`src/rtl/sound_mailbox_ctrl.sv`:
```
// 68K <-> Z80 sound mailbox: 4-entry command FIFO with NMI notification and
// timeout re-notify, plus a single-byte reply register.
module sound_mailbox_ctrl #(
    parameter int          NMI_WIDTH   = 8,
    parameter logic [15:0] TIMEOUT_CYC = 16'd49152
) (
    input  logic       CLK_24M,
    input  logic       nRESET,
    input  logic       CMD_WR,
    input  logic [7:0] CMD_DATA,
    input  logic       REP_RD,
    output logic [7:0] REP_DATA,
    input  logic       Z80_CMD_RD,
    output logic [7:0] Z80_CMD_DATA,
    input  logic       Z80_REP_WR,
    input  logic [7:0] Z80_REP_DATA,
    input  logic       Z80_CLR,
    output logic       nZ80NMI,
    output logic       CMD_FULL,
    output logic       CMD_OVF,
    output logic       REP_VALID,
    output logic       TIMEOUT
);

    localparam int NCW = $clog2(NMI_WIDTH + 1);

    typedef enum logic [1:0] {IDLE, NMI, WAIT_RD} state_t;

    state_t         state, state_next;
    logic [NCW-1:0] nmi_cnt, nmi_cnt_next;
    logic [15:0]    tmo_cnt, tmo_cnt_next;
    logic           timeout_hit;

    logic [7:0] mem [4];
    logic [1:0] wr_ptr, rd_ptr;
    logic [2:0] count;
    logic       push, pop, drop;

    // A pop frees a slot in the same cycle, so a full queue still accepts a push.
    assign pop  = Z80_CMD_RD && (count != 3'd0) && !Z80_CLR;
    assign push = CMD_WR && !Z80_CLR && ((count != 3'd4) || pop);
    assign drop = CMD_WR && !Z80_CLR && (count == 3'd4) && !pop;

    always_ff @(posedge CLK_24M) begin
        if (!nRESET) begin
            wr_ptr <= 2'd0;
            rd_ptr <= 2'd0;
            count  <= 3'd0;
        end else if (Z80_CLR) begin
            wr_ptr <= 2'd0;
            rd_ptr <= 2'd0;
            count  <= 3'd0;
        end else begin
            if (push) wr_ptr <= wr_ptr + 2'd1;
            if (pop)  rd_ptr <= rd_ptr + 2'd1;
            count <= count + 3'(push) - 3'(pop);
        end
    end

    // NOTE: storage is not reset; the empty-queue mux hides stale contents.
    always_ff @(posedge CLK_24M) begin
        if (push) mem[wr_ptr] <= CMD_DATA;
    end

    assign Z80_CMD_DATA = (count != 3'd0) ? mem[rd_ptr] : 8'h00;
    assign CMD_FULL     = (count == 3'd4);
    assign nZ80NMI      = (state != NMI);

    // NOTE: next-state logic assigns every output a default first so no latch is inferred.
    always_comb begin
        state_next   = state;
        nmi_cnt_next = nmi_cnt;
        tmo_cnt_next = tmo_cnt;
        timeout_hit  = 1'b0;
        unique case (state)
            IDLE: begin
                if (count != 3'd0 && !pop) begin
                    state_next   = NMI;
                    nmi_cnt_next = NCW'(NMI_WIDTH);
                end
            end
            NMI: begin
                if (pop) begin
                    state_next = IDLE;
                end else if (nmi_cnt == NCW'(1)) begin
                    state_next   = WAIT_RD;
                    tmo_cnt_next = 16'd0;
                end else begin
                    nmi_cnt_next = nmi_cnt - NCW'(1);
                end
            end
            WAIT_RD: begin
                if (pop) begin
                    state_next = IDLE;
                end else if (tmo_cnt == TIMEOUT_CYC - 16'd1) begin
                    state_next   = NMI;
                    nmi_cnt_next = NCW'(NMI_WIDTH);
                    timeout_hit  = 1'b1;
                end else begin
                    tmo_cnt_next = tmo_cnt + 16'd1;
                end
            end
            default: state_next = IDLE;
        endcase
        if (Z80_CLR) begin
            state_next  = IDLE;
            timeout_hit = 1'b0;
        end
    end

    // NOTE: all sequential state uses non-blocking assignment.
    always_ff @(posedge CLK_24M) begin
        if (!nRESET) begin
            state   <= IDLE;
            nmi_cnt <= '0;
            tmo_cnt <= 16'd0;
            CMD_OVF <= 1'b0;
            TIMEOUT <= 1'b0;
        end else begin
            state   <= state_next;
            nmi_cnt <= nmi_cnt_next;
            tmo_cnt <= tmo_cnt_next;
            if (drop)        CMD_OVF <= 1'b1;
            if (timeout_hit) TIMEOUT <= 1'b1;
        end
    end

    // A same-cycle Z80 write beats the 68K read-clear.
    always_ff @(posedge CLK_24M) begin
        if (!nRESET) begin
            REP_DATA  <= 8'h00;
            REP_VALID <= 1'b0;
        end else if (Z80_REP_WR) begin
            REP_DATA  <= Z80_REP_DATA;
            REP_VALID <= 1'b1;
        end else if (REP_RD) begin
            REP_VALID <= 1'b0;
        end
    end

endmodule

```
`config.mk`:
```
export PLATFORM = sky130hd
export DESIGN_NAME = sound_mailbox_ctrl
export DESIGN_NICKNAME = d
export VERILOG_FILES = /design/src/rtl/sound_mailbox_ctrl.sv
export SDC_FILE = /design/constraint.sdc
export NUM_CORES = 1
export LEC_CHECK = 0
export ABC_AREA = 1
export BUFFER_PORTS_ARGS = -buffer_cell sky130_fd_sc_hd__buf_2
export CORE_ASPECT_RATIO = 1.4
export CORE_MARGIN = 2
export CORE_UTILIZATION = 50
export DETAILED_ROUTE_END_ITERATION = 6
export GPL_TIMING_DRIVEN = 0
export PLACE_DENSITY = 0.7
export SLEW_MARGIN = 10
export SYNTH_ARGS = -nofsm -noshare
export SYNTH_HDL_FRONTEND = slang
export SYNTH_SLANG_ARGS = --single-unit
```
`constraint.sdc`:
```
create_clock -name CLK_24M -period 2.78 [get_ports CLK_24M]
set_clock_uncertainty 0.15 [all_clocks]
set_input_delay 0.278 -clock CLK_24M [delete_from_list [all_inputs] [get_ports CLK_24M]]
set_output_delay 0.278 -clock CLK_24M [all_outputs]
set_load 0.03 [all_outputs]
```
Word-level counts from Yosys, hierarchy flattened
Memories as Yosys holds them, arrays and structs flattened. A register that Yosys moved wholly into a read port is not among the register bits.
Cells that the tools add are included.
- register bits after elaboration: 40
- memories: 1
- RAM bits: 32
- output and inout port bits: 21
- logic and storage cells: 81
- memory list (memory ; words ; width ; read ports ; clocked after memory_dff ; wr ports ; RTL line ; text):
    mem ; 4 ; 8 ; 1 ; 1 ; 1 ; 34 ; logic [7:0] mem [4];
- multiplexer cells: 28
- add/subtract/negate cells: 6
- reductions and logical operators: 19
- eq/ne operators: 16
- bitwise operators: 1
- operators by type and width (cell ; count):
    two-way mux 16 bit ; 4
    one-hot mux 16 bit (2 select lines) ; 1
    two-way mux 4 bit ; 5
    adder 16 x 1 -> 16 bit (second input constant) ; 1
    equality test 16 bit (second input constant) ; 1
    two-way mux 2 bit ; 7
    inequality test 2 bit (second input constant) ; 7
    one-hot mux 4 bit (3 select lines) ; 1
    inequality test 3 bit (second input constant) ; 3
    two-way mux 1 bit ; 8
    two-way mux 8 bit ; 1
    logical AND 1 bit ; 7
    one-hot mux 2 bit (3 select lines) ; 1
    AND reduction 6 bit ; 1
    nonzero test 3 bit ; 2
    AND reduction 5 bit ; 1
    adder 2 x 1 -> 2 bit (second input constant) ; 2
    equality test 4 x 1 -> 1 bit (second input constant) ; 1
    nonzero test 2 bit ; 2
    subtractor 4 x 1 -> 4 bit (second input constant) ; 1
    adder 3 x 1 -> 3 bit ; 1
    equality test 3 bit (second input constant) ; 1
    AND reduction 3 bit ; 1
    subtractor 3 x 1 -> 3 bit ; 1
    8 further kinds ; 9

Longest topological paths before layout
Gate-level depths: netlist of run 1.
- word-level depth: 7
- mapped depth: 12
- depth with buffers taken out: 12

Worst setup path before layout of run 1
OpenSTA, ideal clock, no wires.
- path type: register -> register
- start point: reg count[1]
- end point: reg count[2]
- clock period less this slack: 2.523 ns
- slack: 0.257 ns
- required time: 2.514 ns
- stages on the path, launching flop included: 12
- path buffers: 0
- data arrival time: 2.257 ns
- cell sequence: dfxtp_1 > or2_1 > nor2_1 > nand2_1 > nand2_2 > xor2_1 > ha_1 > inv_1 > fa_1 > xor2_1 > inv_1 > nor2_1
- cells in the longest elaborated chain, start to end: 7
- elaborated cells on any way between the ends: 8
- those cells by class: add/sub (2); eq/ne (1); reduce/logical (5)
- RTL lines (element ; RTL line ; text):
    from (decl) ; 36 ; logic [2:0] count;
    from (signal assigned) ; 56 ; count <= count + 3'(push) - 3'(pop);
    nonzero test 3 bit ; 40 ; assign pop = Z80_CMD_RD && (count != 3'd0) && !Z80_CLR;
    logical AND 1 bit (2 in a row) ; 40 ;
    logical OR 1 bit ; 41 ; assign push = CMD_WR && !Z80_CLR && ((count != 3'd4) || pop);
    logical AND 1 bit ; 41 ;
    adder 3 x 1 -> 3 bit ; 56 ;
    subtractor 3 x 1 -> 3 bit * ; 56 ;
Every way passes the cells marked *; elsewhere a longest branch is shown, timed or not.
A chain may end at the register's enable or synchronous reset.

==> results of run 1 <==
-- critical path: cells and delay by family (launching register included) --
family / cells / cell delay (ns)
buffers and inverters: 3 / 0.85
DFF: 1 / 0.31
AOI/OAI and AO/OA: 2 / 0.29
and+or+nand+nor: 2 / 0.16
-- synthesized netlist by cell type (2+ instances only) --
cell type	number
nor2_1	103
nand2_1	82
dfxtp_1	42
inv_1	40
edfxtp_1	32
o21ai_0	27
a21oi_1	26
nand3_1	19
inv_2	11
ha_1	8
nand2_2	7
o21ai_1	7
nor2_2	6
nand2_4	5
nand4_1	5
xor2_1	4
buf_2	3
clkbuf_1	3
buf_6	2
clkinv_1	2
nor2_4	2
-- worst paths after layout --
path	start	end	slack (ns)	cells after the start
worst max-delay path	flip-flop	Z80_CMD_DATA[1]	0.39	7
worst min-delay path	Z80_REP_DATA[2]	REP_DATA[2]$_SDFFE_PN0P_	0.003	3
worst max register to register	count[1]$_SDFF_PP0_	count[2]$_SDFF_PP0_	0.49	11
worst min register to register	REP_VALID$_SDFFE_PN0P_	REP_VALID$_SDFFE_PN0P_	0.31	2
-- kinds of logic (layout without fill, tap and decap cells) --
family | Yosys count | in the layout
adder cells (fa/ha/maj) | 9 | 9
AND/OR/NAND/NOR | 233 | 233
XOR/XNOR | 5 | 5
AO/OA/AOI/OAI | 64 | 64
flip-flops | 74 | 74
buffers and inverters | 63 | 136
-- final cells by class --
| class | count | area, um2 | area share |
|---|---|---|---|
| plain buffers | 9 | 52.6 | 0.0123 |
| flip-flops and latches | 74 | 1800 | 0.420 |
| clock inverters | 7 | 118 | 0.0274 |
| well taps | 95 | 119 | 0.0277 |
| clock buffers | 9 | 124 | 0.0289 |
| multi-input cells | 311 | 1510 | 0.352 |
| inverters | 54 | 208 | 0.0485 |
| repair buffers | 57 | 355 | 0.0829 |
-- through the flow --
step / power (uW) / instances
5_1_grt: 2450 / 616
4_1_cts: 2370 / 616
2_1_floorplan: 1300 / 448
3_5_place_dp: 1360 / 586
6_report: 2350 / 616
3_3_place_gp: 1360 / 586
-- per-layer routing --
metal	vias to the layer above	GRT usage	routed length [um]
met2	34	0.371	4000
li1	1563	-	-
met3	15	0.0504	200
met4	0	0.0802	146
met1	1356	0.212	3020
met5	-	0	0
-- power by group through the flow --
| stage | combinational, uW | sequential, uW | clock (uW) |
|---|---|---|---|
| global placement | 163 | 1190 | 0 |
| CTS | 183 | 1170 | 1020 |
| detailed placement | 167 | 1190 | 0 |
| floorplan | 93.4 | 1210 | 0 |
| global route | 207 | 1170 | 1070 |
| finish | 183 | 1170 | 996 |
-- state kept, by name, summed over array words and instances (netlist names), named ones only --
name,count
REP_VALID,1
tmo_cnt,16
mem,32
wr_ptr,2
TIMEOUT,1
rd_ptr,2
REP_DATA,8
count,3
CMD_OVF,1
state,2
nmi_cnt,4
-- cell usage in the layout, fill, tap and decap left out, types with 14 or more instances in the layout --
| cell | Yosys | final |
|---|---|---|
| a21oi_1 | 26 | 26 |
| buf_2 | 3 | 46 |
| dfxtp_1 | 42 | 42 |
| dlygate4sd3_1 | 0 | 14 |
| edfxtp_1 | 32 | 32 |
| inv_1 | 40 | 40 |
| nand2_1 | 82 | 82 |
| nand3_1 | 19 | 19 |
| nor2_1 | 103 | 103 |
| o21ai_0 | 27 | 27 |
==> results.md, run 1 <==
* Status: complete, no violations
* Die height at about 100 um
* Post-layout util at 0.618
* Routed via count at 2968
* Clock Sinks at between 70 and 80
* Synth Area in Simple Gates at 0.284
* Fin crit share at 0.859
* Final Hold Fails at 0
* Crit Path Class: flip-flop to output port
* Mapped Area at roughly 3600 um2
* Clock buffer depth at 2
* Setup tns final at 0 ns
* CTS tree: yes
* Crit path launch type: flip-flop
* Largest net degree at the start of global routing at 14
* Measured slew at the worst slew-check pin at about 0.75 ns
* Vias in the first global route at 2899
* Hold crit path type: input pin to flip-flop
* Crit path cell chain: clkbuf_1 > buf_2 > nor2_1 > nor2_1 > o21ai_0 > a21oi_1 > buf_2
* Clock period minus worst slack at between 2 and 2.5 ns
* Inserted Clock Buffers at 9
* Number of max-cap violations at 0
* #FFs+latches synth at 74
* Clock group share of total power at 0.425
* CTS resizes at 0
* Fin nets at ~550
* Int Pwr at between 1500 and 2000 uW
* Yosys top cell by area: edfxtp_1
* Register area share after synthesis at 0.505
* # setup viols final at 0
* Asr flop ratio synth at 0
* Switching power at ~530 uW
* Fillcell total at roughly 660
* Final Cell Area at roughly 4300 um2
* Total Wirelength at about 7.4 mm
* Sw frac at 0.225
* Ys Warns at 0
* GRT overflow at 0
* Largest family of logic cells by synthesized area: simple AND/OR/NAND/NOR gates
* DP Area at between 3000 and 4000 um2
* Post-Synth Adder-Cell Area at 0.0336
* # Post-CTS Setup Buffers at 0
* DIE AREA at between 7000 and 8000 um2
* Core area at 6940 um2
* Synth top area cells: edfxtp_1 (27%), dfxtp_1 (24%), nor2_1 (11%)
* Total track usage at 0.203
* Biggest cell delay along the critical path at 0.32 ns
* Synth top area share at 0.269
* Hold_ws at between 0.003 and 0.004 ns
* Synth Instances at 448
* Clock root buffer: clkbuf_8
* Final Max Tran Viols at 0
* Initial antenna violation count at 0
* Htree depth at 3
* Row Count at 36
* Number of synthesized flops with an enable pin at 32
* Leak at 0.00183 uW
* Initial DRT Pass Iterations at 4
* Unrepaired setup endpoints after global routing: no
* Power Dens Cells at ~550 nW/um2
* Maximum VDD drop at 0.394 mV
* Dpl ws at between 0.5 and 0.6 ns
* Required time of the critical path at about 2.4 ns
* Multiplexer share of the synthesized area at 0
* Library cells used by synthesis at 33
* Synth Area in Compound Gates at 0.0925
* Critical Path End Type: output port
* First-pass GRT wire length at around 12 mm
* Worst-Skew Late Latency at 0.35 ns
* XOR/XNOR Fraction of Synth Area at 0.0123
* Main flop type after synthesis: dfxtp_1
* Starting Density at 0.515
* DPL Wire Length at between 5 and 6 mm
* Share of cells above drive strength 1 at 0.190
* PnR worst setup slack at between 0.3 and 0.4 ns
* Die X at 75.4 um
* Antenna viol nets, final at 0
* Top Ports at 44
* Wire length per cell at ~12 um
* Logic pwr share at 0.078
* CP max-delay cell: clkbuf_1
* Via density at approximately 4.8
* 1st-iter DRT viols at 191
* FMAX at between 400 and 500 MHz
* Mapped Nets at 480
* # port buffers at 43
* DRC viols at 0
* Avg Inst Size Synth at roughly 8.0 um2
* CP Max Fanout at 10
* Hold_buf cts at 14
* Routability cong. at 0.831
* Reg clk slew, reported paths at approximately 0.08 ns
* Crit path arrival time at between 1.5 and 2 ns
* Sequential share of power at 0.498
* Synthesis-to-finish area growth at 20.0%
* Relative slew slack at 0.496
* Antenna diodes at 0
(Power assumes the default switching activity.)
==> run 2, diff against run 1 <==
--- a/config.mk
+++ b/config.mk
@@ -11,8 +11,9 @@
 export CORE_MARGIN = 2
 export CORE_UTILIZATION = 50
 export DETAILED_ROUTE_END_ITERATION = 6
+export GPL_ROUTABILITY_DRIVEN = 0
 export GPL_TIMING_DRIVEN = 0
-export PLACE_DENSITY = 0.7
+export PLACE_DENSITY = 0.73
 export SLEW_MARGIN = 10
 export SYNTH_ARGS = -nofsm -noshare
 export SYNTH_HDL_FRONTEND = slang
==> constraint.sdc (replaced) <==
create_clock -name CLK_24M -period 2 [get_ports CLK_24M]
set_clock_uncertainty 0.15 [all_clocks]
set_input_delay 0.2 -clock CLK_24M [delete_from_list [all_inputs] [get_ports CLK_24M]]
set_output_delay 0.2 -clock CLK_24M [all_outputs]
set_load 0.03 [all_outputs]
==> run 2 against run 1 <==
  * The run now ends with negative setup slack left
  * Sequential cell count did not move
  * Non-clock buffer count grew 8
  * Sequential power grew 38%
  * Clock power grew 36%
  * Cell count is 1.3% higher
  * Sequential share of layout area decreased by 1.1 points
  * Hold slack better by 0.060 ns
  * Utilization up 2.0 points
  * Global-route usage increased by 0.65 points
  * Critical path type is now flip-flop to flip-flop
==> results.md, run 2 (synthesized netlist as in run 1, its figures left out) <==
* Maximum VDD drop at between 0.5 and 0.6 mV
* Unrepaired setup endpoints after global routing: yes
* Max reg flops at 32
* Crit path launch type: flip-flop
* Status: complete, but fails checks
* Share of cells above drive strength 1 at 0.229
* Antenna viol nets, final at 0
* Total track usage at 0.210
* Most frequent cells in the layout: nor2_1 (98), nand2_1 (81), buf_2 (44), dfxtp_1 (38), inv_1 (38)
* Total Wirelength at about 7.6 mm
* Hold Startpoint: Z80_REP_WR
* Fin nets at 556
* Largest Register: mem
* R2R depth at 12
* GRT overflow at 0
* Vias in the first global route at 2967
* Die X at about 75 um
* Tot Pwr at 3240 uW
* Reg2reg start: count[2]$_SDFF_PP0_
* Clock root buffer: clkbuf_8
* Reg2reg end: count[2]$_SDFF_PP0_
* Most used cell, CP: inv_2
* DRC viols at 0
* Synthesis-to-finish area growth at 24.0%
* Crit Path Class: flip-flop to flip-flop
* Starting Density at 0.515
* DIE AREA at just under 8000 um2
* Core area at 6940 um2
* Die height at approximately 100 um
* Final Max Tran Viols at 0
* Via density at around 4.8
* First-pass GRT wire length at 12.5 mm
* Crit path launch: count[2]$_SDFF_PP0_
* Leak at between 0.0015 and 0.002 uW
* Failing checks: negative setup slack
* FMAX at a little under 500 MHz
* Power Dens Cells at about 730 nW/um2
* # setup viols final at 2
* CP max-delay cell: fa_2
* Clock Sinks at 74
* CP Max Fanout at 2
* Fillcell total at ~590
* DP Area at about 4000 um2
* Number of max-cap violations at 0
* Biggest regs: mem: 32 flops, tmo_cnt: 16 flops, REP_DATA: 8 flops
* Hold Path End: REP_DATA[0]$_SDFFE_PN0P_
* Required time of the critical path at about 2.1 ns
* PnR worst setup slack at -0.0616 ns
* Setup tns final at -0.114 ns
* Relative slew slack at 0.678
* Hold Path Stages at 3
* Sequential standard cell area at 1810 um2
* 1st-iter DRT viols at 230
* Fin crit share at 1.03
* Initial antenna violation count at 0
* Crit path arrival time at between 2 and 2.5 ns
* Final Cell Area at 4430 um2
* Wire length per cell at ~12 um
* Routed via count at a little over 3000
* Reg clk slew, reported paths at approximately 0.08 ns
* Multi-input logic area at around 1500 um2
* Largest net degree at the start of global routing at 14
* Final Hold Fails at 0
* Measured slew at the worst slew-check pin at 0.482 ns
* Antenna diodes at 0
* Htree depth at 3
* Most common cell after layout, fill and taps aside: nor2_1
* Biggest cell delay along the critical path at approximately 0.33 ns
* Clock period minus worst slack at 2.06 ns
* CTS tree: yes
* # port buffers at 43
* Top Ports at between 40 and 50
* Hold crit path type: input pin to flip-flop
* Initial DRT Pass Iterations at 5
* Critical Path End Type: flip-flop
* Crit path cell chain: inv_2 > or2_4 > nor2_4 > nand2_2 > nand2_4 > xor2_2 > ha_2 > inv_2 > fa_2 > xor2_1 > inv_1 > nor2_1
* Clock buffer depth at 2
* Row Count at 36
* Inserted Clock Buffers at 9
* Register-to-register setup slack at -0.06 ns
* DPL Wire Length at ~5.4 mm
* Worst-Skew Late Latency at 0.36 ns
## run 2: cell count changes in the layout (fill, tap and decap cells not counted), moves of 4 or more
cell | before | now
dfxtp_1 | 42 | 38
buf_4 | 0 | 6
dlygate4sd3_1 | 14 | 18
nor2_2 | 6 | 10
nor2_1 | 103 | 98
## run 2: layout make-up
type / instances / share of cell area
Clock buffer: 11 / 0.0345
Multi-Input combinational cell: 311 / 0.350
Clock inverter: 5 / 0.0192
Buffer: 7 / 0.0119
Inverter: 54 / 0.0478
Sequential cell: 74 / 0.409
Tap cell: 95 / 0.0269
Timing Repair Buffer: 67 / 0.101
## run 2: what timing repair did
action                                  4_1_cts  5_1_grt
endpoints found under the setup margin       10       42
gates cloned                                  0        0
setup buffers                                 4        2
pin swaps                                     3        2
gates resized for setup                       8       12
hold buffers                                 18        0
hold endpoints to repair                     43        0
## run 2: stage by stage
stage	setup slack, ns	utilization	hold WS (ns)	std cells
after floorplan	-0.229	-	0.149	448
after global placement	-0.147	0.565	0.267	586
after detailed placement	-0.204	0.565	0.275	586
after CTS	-0.0726	0.631	0.0471	622
after global routing	-0.105	0.638	0.0939	624
final	-0.0616	0.638	0.0633	624
## run 2: worst max path at each step
stage / end / slack [ns]
6_report: count[2]$_SDFF_PP0_ / -0.06
5_1_grt: count[2]$_SDFF_PP0_ / -0.11
4_1_cts: count[2]$_SDFF_PP0_ / -0.07
3_5_place_dp: count[2]$_SDFF_PP0_ / -0.20
3_3_place_gp: count[2]$_SDFF_PP0_ / -0.15
2_1_floorplan: count[2]$_SDFF_PP0_ / -0.23
## run 2: per-layer routing
metal  global-route usage  vias to the layer above  wire, um
li1                     -                     1587         -
met1                0.221                     1359      3150
met2                0.376                       57      4090
met3               0.0455                       14       229
met4                0.100                        0       170
met5                    0                        -         0
## run 2: critical path: cells and delay by family, from the launching register on
kind          cells  cell delay, ns
simple gates      5            0.55
fa+ha+maj         2            0.53
flops             1            0.32
buf+inv           3            0.12
xor+xnor          2            0.29
## run 2: where the power goes
part           internal [uW]  switching (uW)
combinational            102             168
sequential              1610            17.5
clock                    782             564
